### src/rtl/alu_pkg.sv
// Shared definitions for the ALU command path: opcodes, sequencer state encoding
// and datapath widths.
package alu_pkg;

  localparam int DATA_W = 8;
  localparam int OUT_W  = 16;
  localparam int OP_W   = 3;

  localparam logic [2:0] OP_AND = 3'b000;
  localparam logic [2:0] OP_OR  = 3'b001;
  localparam logic [2:0] OP_XOR = 3'b010;
  localparam logic [2:0] OP_ADD = 3'b011;
  localparam logic [2:0] OP_SUB = 3'b100;
  localparam logic [2:0] OP_MUL = 3'b101;

  typedef enum logic [1:0] {
    ST_IDLE  = 2'b00,
    ST_ISSUE = 2'b01,
    ST_WAIT  = 2'b10,
    ST_HOLD  = 2'b11
  } seq_state_e;

  // A held-high END from an earlier job must not complete the current one.
  function automatic logic end_rise(input logic cur, input logic prev);
    return cur & ~prev;
  endfunction

endpackage

### src/rtl/alu_cmd_fifo.sv
// Synchronous command FIFO with wrap-bit pointers; a push into a full FIFO is
// taken only when a pop frees a slot in the same cycle.
module alu_cmd_fifo #(
  parameter int DEPTH = 4,
  parameter int W     = 8
) (
  input  logic         clk,
  input  logic         reset,
  input  logic         push,
  input  logic         pop,
  input  logic [W-1:0] wdata,
  output logic [W-1:0] rdata,
  output logic         full,
  output logic         empty
);

  localparam int AW = $clog2(DEPTH);
  localparam logic [AW:0] PTR_ONE = (AW + 1)'(1);

  logic [AW:0]  wr_ptr_r;
  logic [AW:0]  rd_ptr_r;
  logic [W-1:0] mem_r [DEPTH];
  logic         do_push_s;
  logic         do_pop_s;

  assign empty     = (wr_ptr_r == rd_ptr_r);
  assign full      = (wr_ptr_r[AW] != rd_ptr_r[AW]) && (wr_ptr_r[AW-1:0] == rd_ptr_r[AW-1:0]);
  assign do_pop_s  = pop && !empty;
  assign do_push_s = push && (!full || do_pop_s);
  assign rdata     = mem_r[rd_ptr_r[AW-1:0]];

  // Pointer update; the extra MSB distinguishes full from empty.
  always_ff @(posedge clk) begin
    if (reset) begin
      wr_ptr_r <= '0;
      rd_ptr_r <= '0;
    end else begin
      if (do_push_s) begin
        wr_ptr_r <= wr_ptr_r + PTR_ONE;
      end
      if (do_pop_s) begin
        rd_ptr_r <= rd_ptr_r + PTR_ONE;
      end
    end
  end

  // Entry storage.
  always_ff @(posedge clk) begin
    if (do_push_s) begin
      mem_r[wr_ptr_r[AW-1:0]] <= wdata;
    end
  end

endmodule

### src/rtl/alu_job_sequencer.sv
// Issues buffered (op, X, Y, tag) jobs to the multi-cycle ALU one at a time and
// returns each result, or a timeout error, on a valid/ready interface.
module alu_job_sequencer
  import alu_pkg::*;
#(
  parameter int DEPTH   = 4,
  parameter int TIMEOUT = 64,
  parameter int TAG_W   = 4
) (
  input  logic              clk,
  input  logic              reset,
  input  logic              cmd_valid,
  output logic              cmd_ready,
  input  logic [2:0]        cmd_op,
  input  logic [DATA_W-1:0] cmd_x,
  input  logic [DATA_W-1:0] cmd_y,
  input  logic [TAG_W-1:0]  cmd_tag,
  output logic [DATA_W-1:0] alu_x,
  output logic [DATA_W-1:0] alu_y,
  output logic [2:0]        alu_op,
  output logic              alu_begin,
  input  logic              alu_end,
  input  logic [OUT_W-1:0]  alu_out,
  output logic              res_valid,
  input  logic              res_ready,
  output logic [OUT_W-1:0]  res_data,
  output logic [2:0]        res_op,
  output logic [TAG_W-1:0]  res_tag,
  output logic              res_err,
  output logic              busy
);

  localparam int ENTRY_W = TAG_W + OP_W + 2 * DATA_W;
  localparam int CNT_W   = (TIMEOUT > 2) ? $clog2(TIMEOUT) : 1;
  localparam logic [CNT_W-1:0] CNT_LAST = CNT_W'(TIMEOUT - 1);
  localparam logic [CNT_W-1:0] CNT_ONE  = CNT_W'(1);

  seq_state_e         state_r;
  logic [CNT_W-1:0]   tmo_cnt_r;
  logic [TAG_W-1:0]   tag_r;
  logic               alu_end_q_r;
  logic               push_s;
  logic               pop_s;
  logic               full_s;
  logic               empty_s;
  logic               end_rise_s;
  logic [ENTRY_W-1:0] wdata_s;
  logic [ENTRY_W-1:0] rdata_s;
  logic [DATA_W-1:0]  head_x_s;
  logic [DATA_W-1:0]  head_y_s;
  logic [2:0]         head_op_s;
  logic [TAG_W-1:0]   head_tag_s;

  assign cmd_ready  = !full_s;
  assign push_s     = cmd_valid && cmd_ready;
  assign pop_s      = (state_r == ST_IDLE) && !empty_s;
  assign wdata_s    = {cmd_tag, cmd_op, cmd_y, cmd_x};
  assign head_x_s   = rdata_s[DATA_W-1:0];
  assign head_y_s   = rdata_s[2*DATA_W-1:DATA_W];
  assign head_op_s  = rdata_s[2*DATA_W +: OP_W];
  assign head_tag_s = rdata_s[2*DATA_W+OP_W +: TAG_W];
  assign end_rise_s = end_rise(alu_end, alu_end_q_r);

  alu_cmd_fifo #(
    .DEPTH (DEPTH),
    .W     (ENTRY_W)
  ) u_fifo (
    .clk   (clk),
    .reset (reset),
    .push  (push_s),
    .pop   (pop_s),
    .wdata (wdata_s),
    .rdata (rdata_s),
    .full  (full_s),
    .empty (empty_s)
  );

  // Job sequencing; operands only change on a pop so the ALU sees them stable.
  always_ff @(posedge clk) begin
    if (reset) begin
      state_r     <= ST_IDLE;
      tmo_cnt_r   <= '0;
      tag_r       <= '0;
      alu_end_q_r <= 1'b0;
      alu_x       <= '0;
      alu_y       <= '0;
      alu_op      <= 3'b000;
      alu_begin   <= 1'b0;
      res_valid   <= 1'b0;
      res_data    <= '0;
      res_op      <= 3'b000;
      res_tag     <= '0;
      res_err     <= 1'b0;
      busy        <= 1'b0;
    end else begin
      alu_end_q_r <= alu_end;
      case (state_r)
        ST_IDLE: begin
          if (!empty_s) begin
            alu_x     <= head_x_s;
            alu_y     <= head_y_s;
            alu_op    <= head_op_s;
            tag_r     <= head_tag_s;
            alu_begin <= 1'b1;
            busy      <= 1'b1;
            state_r   <= ST_ISSUE;
          end else begin
            busy      <= 1'b0;
          end
        end
        ST_ISSUE: begin
          alu_begin <= 1'b0;
          tmo_cnt_r <= '0;
          state_r   <= ST_WAIT;
        end
        ST_WAIT: begin
          if (end_rise_s) begin
            res_data  <= alu_out;
            res_err   <= 1'b0;
            res_op    <= alu_op;
            res_tag   <= tag_r;
            res_valid <= 1'b1;
            state_r   <= ST_HOLD;
          end else if (tmo_cnt_r == CNT_LAST) begin
            res_data  <= '0;
            res_err   <= 1'b1;
            res_op    <= alu_op;
            res_tag   <= tag_r;
            res_valid <= 1'b1;
            state_r   <= ST_HOLD;
          end else begin
            tmo_cnt_r <= tmo_cnt_r + CNT_ONE;
          end
        end
        ST_HOLD: begin
          if (res_ready) begin
            res_valid <= 1'b0;
            busy      <= 1'b0;
            state_r   <= ST_IDLE;
          end
        end
        default: begin
          alu_begin <= 1'b0;
          res_valid <= 1'b0;
          busy      <= 1'b0;
          state_r   <= ST_IDLE;
        end
      endcase
    end
  end

endmodule
### config.mk
export PLATFORM = sky130hd
export DESIGN_NAME = alu_job_sequencer
export DESIGN_NICKNAME = d
export VERILOG_FILES = /design/src/rtl/alu_pkg.sv /design/src/rtl/alu_cmd_fifo.sv /design/src/rtl/alu_job_sequencer.sv
export SDC_FILE = /design/constraint.sdc
export NUM_CORES = 1
export LEC_CHECK = 0
export CORE_AREA = 2 2 113 115
export DETAILED_ROUTE_END_ITERATION = 8
export DIE_AREA = 0 0 115 117
export MAX_ROUTING_LAYER = met4
export PLACE_DENSITY_LB_ADDON = 0.08
export RECOVER_POWER = 25
export SYNTH_ARGS = -nofsm -noshare
export SYNTH_HDL_FRONTEND = slang
export SYNTH_SLANG_ARGS = --single-unit
### constraint.sdc
create_clock -name clk -period 5.34 [get_ports clk]
set_input_delay 1.602 -clock clk [delete_from_list [all_inputs] [get_ports clk]]
set_output_delay 1.602 -clock clk [all_outputs]
set_load 0.005 [all_outputs]
==> run metrics, run 1 <==
Hold/Removal Path Class flip-flop to flip-flop; synth warn 0; Layout Nets approximately 560; largest net degree at the start of global routing between 40 and 50; DRC 0; total grt overflow 0; DR pass1 iterations 6; Clock Sinks about 160; Setup TNS 0 ns; slew margin rel. 0.201; worst-margin pin slew between 1 and 1.5 ns; Yosys cell types a little over 40; P per Cell Area about 470 nW/um2; Post-CTS Resized 0; row count 41; final slew viol count 0; share of cells above drive strength 1 0.130; f_max 265 MHz; crit path cell chain buf_4, xor2_2, or3_1, clkdlybuf4s50_1; EDFF count, synth 92; total clock buffers created by CTS 17; post-synthesis cell area 5960 um2; WL/cell ~17 um; vias in the first global route ~3500; n_diodes 0; overall global routing resource usage 0.189; Synth Register Bits ~160; Max Cap Viol 0; Tmin final roughly 3.8 ns; WP data arrival 2.18 ns; Via Count between 3000 and 4000; DRT antenna net count 0; CTS H-tree depth 4; Top FF cell, synth edfxtp_1; clk buf depth 2; latest clock arrival within the worst-skew pair around 0.43 ns; total power between 3000 and 4000 uW; fraction of synthesis flops using an asynchronous set or reset pin 0; Worst-path clk slew 0.06 ns; Max VDD drop around 0.00033 V; final core utilization 0.616; status finished, final reports clean; clk_skew roughly 0.006 ns; Worst setup EP type output port; CP max-delay cell clkdlybuf4s50_1; Starting Density 0.484; setup repair after global routing missed its margin false; required time of the worst setup path between 3 and 4 ns; number of post-CTS setup repair buffers 0; worst reg2reg path endpoint res_data[6]$_SDFFE_PP0P_; Seq/Total Area, Yosys 0.682; die extent in x ~120 um; die area between 10000 and 15000 um2; die height between 100 and 150 um; leakage power 0.00259 uW; FF-to-FF path depth 5; IO buf count 90; Final setup viols 0; Placer Congestion 0.744; startpoint class of the critical path flip-flop; R2R Path Start state_r[0]$_SDFFE_PP0P_; core area about 12000 um2; root buf cell clkbuf_16; Hold-fix buffers, CTS 0; Tcrit/Tclk final 0.708; peak per-stage delay on the critical path approximately 0.45 ns; initial DRC count between 200 and 250; Fin. Hold Viols 0; total routed wirelength around 12 mm; P&R area growth vs syn 27.1%; crit-path max FO 26; Avg Cell Area, Syn roughly 15 um2; Synth Net Count between 400 and 500; first-pass GRT wire length between 15 and 20 mm; crit path launch u_fifo.rd_ptr_r[0]$_SDFFE_PP0P_; TritonCTS clock tree yes; routed vias/inst around 5.4; r2r setup slk roughly 2.8 ns; Gate Count Post-Synth 411; Crit Path Class flip-flop to output port; WHS Endpoint alu_x[7]$_SDFFE_PP0P_; hold path start alu_x[7]$_SDFFE_PP0P_; Final HPWL DP between 7 and 8 mm; Ports a little over 90; hold path cells 2; antenna violations before repair 0
## cell families (layout without fill, tap and decap cells)
family | count (synthesis) | count (layout) | share of synthesized area
buffers and inverters | 33 | 139 | 0.0279
AO/OA/AOI/OAI | 83 | 83 | 0.0917
XOR/XNOR | 6 | 6 | 0.0113
AND/OR/NAND/NOR | 96 | 96 | 0.0741
multiplexers | 25 | 25 | 0.0902
flip-flops | 157 | 157 | 0.682
adder cells (fa/ha/maj) | 11 | 11 | 0.0231
## flip-flops by register name, indices dropped and copies added (netlist names)
register	cells
u_fifo.rd_ptr_r	3
tmo_cnt_r	6
alu_x	8
res_data	16
alu_begin	1
state_r	2
alu_op	3
u_fifo.mem_r	92
res_op	3
alu_end_q_r	1
res_tag	4
res_valid	1
busy	1
alu_y	8
tag_r	4
res_err	1
u_fifo.wr_ptr_r	3
## cell usage in the layout, fill, tap and decap left out, types with 3 or more instances in the layout
cell and n:
o21ai_0 13, xnor2_1 3, nor2b_1 3, clkbuf_16 17, a21oi_1 39, inv_1 10, nand2_1 56, clkbuf_1 4
a31oi_1 3, buf_4 7, or3_1 5, a22o_1 16, edfxtp_1 92, clkdlybuf4s50_1 70, mux4_2 23, and2_1 4
nand3_1 14, nor2_1 5, nand2b_1 3, dlygate4sd3_1 19, ha_1 11, dfxtp_1 64, bufinv_16 4, clkinv_2 3
## critical path: cells and delay by family, from the launching register on
family | cells | cell delay [ns]
buffers and inverters | 2 | 0.89
DFF | 1 | 0.31
and+or+nand+nor | 1 | 0.34
xor gates and xnor gates | 1 | 0.21
## power by group
group | switching [uW] | internal (uW) | total (uW)
registers | 68.8 | 1420 | 1490
clock network | 459 | 781 | 1240
logic | 435 | 415 | 850
total | 963 | 2620 | 3580
## worst max-delay path by stage
stage	endpoint	slack, ns	cells past startpoint
6_report	cmd_ready	1.56	4
2_1_floorplan	u_fifo.mem_r[3][0]$_DFFE_PP_	2.48	2
4_1_cts	cmd_ready	1.48	4
3_5_place_dp	res_data[6]$_SDFFE_PP0P_	1.93	4
5_1_grt	cmd_ready	1.38	4
3_3_place_gp	cmd_ready	1.96	4
## synthesized netlist by cell type (all sizes together) (9+ instances only)
master   n  area (um2)
dfxtp   65        1300
a21oi   40         211
buf     14        93.8
inv     10        37.5
edfxtp  92        2760
a22o    16         140
clkbuf   9        35.0
ha      11         138
mux4    23         518
o21ai   13        65.1
nand3   14        70.1
nand2   56         210
## cell type report
| cell class | count | area (um2) |
|---|---|---|
| clock buffers | 21 | 440 |
| flip-flops and latches | 157 | 4070 |
| inverters | 10 | 37.5 |
| well taps | 150 | 188 |
| repair buffers | 97 | 948 |
| multi-input cells | 221 | 1730 |
| clock inverters | 11 | 168 |
| fillers | 957 | 4730 |
## metrics by stage
step | hold slack [ns] | setup WS, ns | cell area, um2 | std cells
CTS | 0.456 | 1.48 | 7580 | 667
global placement | 0.443 | 1.96 | 6970 | 635
floorplan | 0.437 | 2.48 | 5960 | 411
global route | 0.463 | 1.38 | 7580 | 667
detailed placement | 0.447 | 1.93 | 6970 | 635
finish | 0.455 | 1.56 | 7580 | 667
## per-layer routing
metal	GRT usage	routed length (um)
met5	-	0
met4	0.0803	227
met3	0.0623	587
met2	0.298	5620
met1	0.225	5170
Note: power is estimated with default switching activity, not from simulation.
==> run 2: changes to the inputs <==
- clock period: 5.34 -> 3.55 ns (I/O delays scaled with it)
==> run 2 against run 1 <==
Compared with the run above: combinational power rose by 52%; non-clock buffer count rose by 5; critical path depth fell by 1; register-to-register slack got worse by 1.7 ns; clock power rose by 53%; count of clock-buffer cells in the layout rose by 1; hold slack got worse by 0.0014 ns; wire length rose by 2.3%; sequential cell count did not move; sequential power rose by 51%; worst setup slack got worse by 0.93 ns; design area rose by 0.89%; critical path type unchanged; largest power group unchanged; highest routed layer unchanged.
==> run metrics, run 2 (synthesis gave the netlist of run 1 again) <==
status finished, final reports clean; clk buf depth 2; WL/cell ~18 um; final slew viol count 0; commonest non-fill, non-tap cells in the layout 92 x edfxtp_1, 69 x clkdlybuf4s50_1, 64 x dfxtp_1; hold path start alu_x[3]$_SDFFE_PP0P_; WP data arrival between 1.5 and 2 ns; vias in the first global route between 3000 and 4000; crit-path max FO 5; crit path launch u_fifo.wr_ptr_r[1]$_SDFFE_PP0P_; total clock buffers created by CTS 17; Tcrit/Tclk final 0.822; Post-CTS Resized 0; area of the multi-input gates around 1700 um2; Crit Path Class flip-flop to output port; core area 12300 um2; worst reg2reg path endpoint res_data[6]$_SDFFE_PP0P_; Final HPWL DP between 7 and 8 mm; max reg flops between 90 and 100; Starting Density 0.484; DRC 0; fin cells ~670; Hold-fix buffers, CTS 0; row count 41; number of post-CTS setup repair buffers 0; Placer Congestion 0.794; P&R area growth vs syn 28.2%; IO buf count 90; n_diodes 0; Max VDD drop between 0.0006 and 0.0007 V; setup repair after global routing missed its margin false; R2R Path Start state_r[0]$_SDFFE_PP0P_; Worst setup EP type output port; die extent in x around 120 um; Hold/Removal Path Class flip-flop to flip-flop; leakage power 0.00264 uW; largest net degree at the start of global routing 47; DR pass1 iterations 4; Via Count 3618; clk_skew around 0.009 ns; sequential cell area 4070 um2; share of cells above drive strength 1 0.144; antenna violations before repair 0; placed insts 640; worst-margin pin slew around 0.94 ns; routed vias/inst 5.38; FF-to-FF path depth 5; die height 117 um; total routed wirelength 11.9 mm; required time of the worst setup path roughly 2.5 ns; slew margin rel. 0.373; CTS H-tree depth 4; overall global routing resource usage 0.190; Ports slightly above 90; commonest non-fill, non-tap cell in the layout edfxtp_1; worst setup path endpoint cmd_ready; Clock Sinks 157; worst hold slack around 0.45 ns; TritonCTS clock tree yes; DRT antenna net count 0; r2r setup slk 1.06 ns; first-pass GRT wire length about 18 mm; total power roughly 5400 uW; startpoint class of the critical path flip-flop; final core utilization 0.621; die area about 13000 um2; Fillers between 900 and 1000; latest clock arrival within the worst-skew pair 0.42 ns; Worst-path clk slew ~0.060 ns; Fin. Hold Viols 0; Setup TNS 0 ns; total grt overflow 0; root buf cell clkbuf_16; initial DRC count roughly 240; Final setup viols 0; Tmin final 2.92 ns; P per Cell Area between 700 and 800 nW/um2; f_max roughly 340 MHz; Layout Nets between 500 and 600; Max Cap Viol 0
==> run 2: area by class of cell <==
class	instances	share of cell area
multi-input combinational	221	0.226
clock inverter	10	0.0157
clock buffer	22	0.0677
inverter	10	0.00491
tap	150	0.0245
sequential	157	0.532
timing repair buffer	102	0.129
==> run 2: how the worst min path moves through the flow <==
stage	cells past startpoint	to	slack, ns
global route	2	alu_x[7]$_SDFFE_PP0P_	0.48
CTS	2	alu_x[4]$_SDFFE_PP0P_	0.46
detailed placement	2	alu_x[4]$_SDFFE_PP0P_	0.45
finish	2	alu_x[3]$_SDFFE_PP0P_	0.45
global placement	2	alu_x[6]$_SDFFE_PP0P_	0.44
floorplan	2	tag_r[0]$_SDFFE_PP0P_	0.44
==> run 2: layer usage <==
metal  track usage  wire, um  vias up
met5             -         0        -
met4        0.0771       149        0
met3        0.0530       798       14
met2         0.298      5780      122
met1         0.235      5130     1754
li1              -         -     1728
==> run 2: worst max-delay path: stages, from the launching register on <==
cell and delay [ns]:
dfxtp_1 0.45, xor2_2 0.17, or3_1 0.37, clkdlybuf4s50_1 0.45
==> run 2: stage by stage <==
stage	worst slack [ns]	area [um2]
3_3_place_gp	0.754	7010
3_5_place_dp	0.728	7010
4_1_cts	0.609	7650
5_1_grt	0.534	7650
2_1_floorplan	1.22	5960
6_report	0.633	7650
==> run 2: report_power, final <==
group / switching, uW / internal, uW / total, uW
sequential: 112 / 2140 / 2250
combinational: 655 / 638 / 1290
clock: 709 / 1190 / 1900
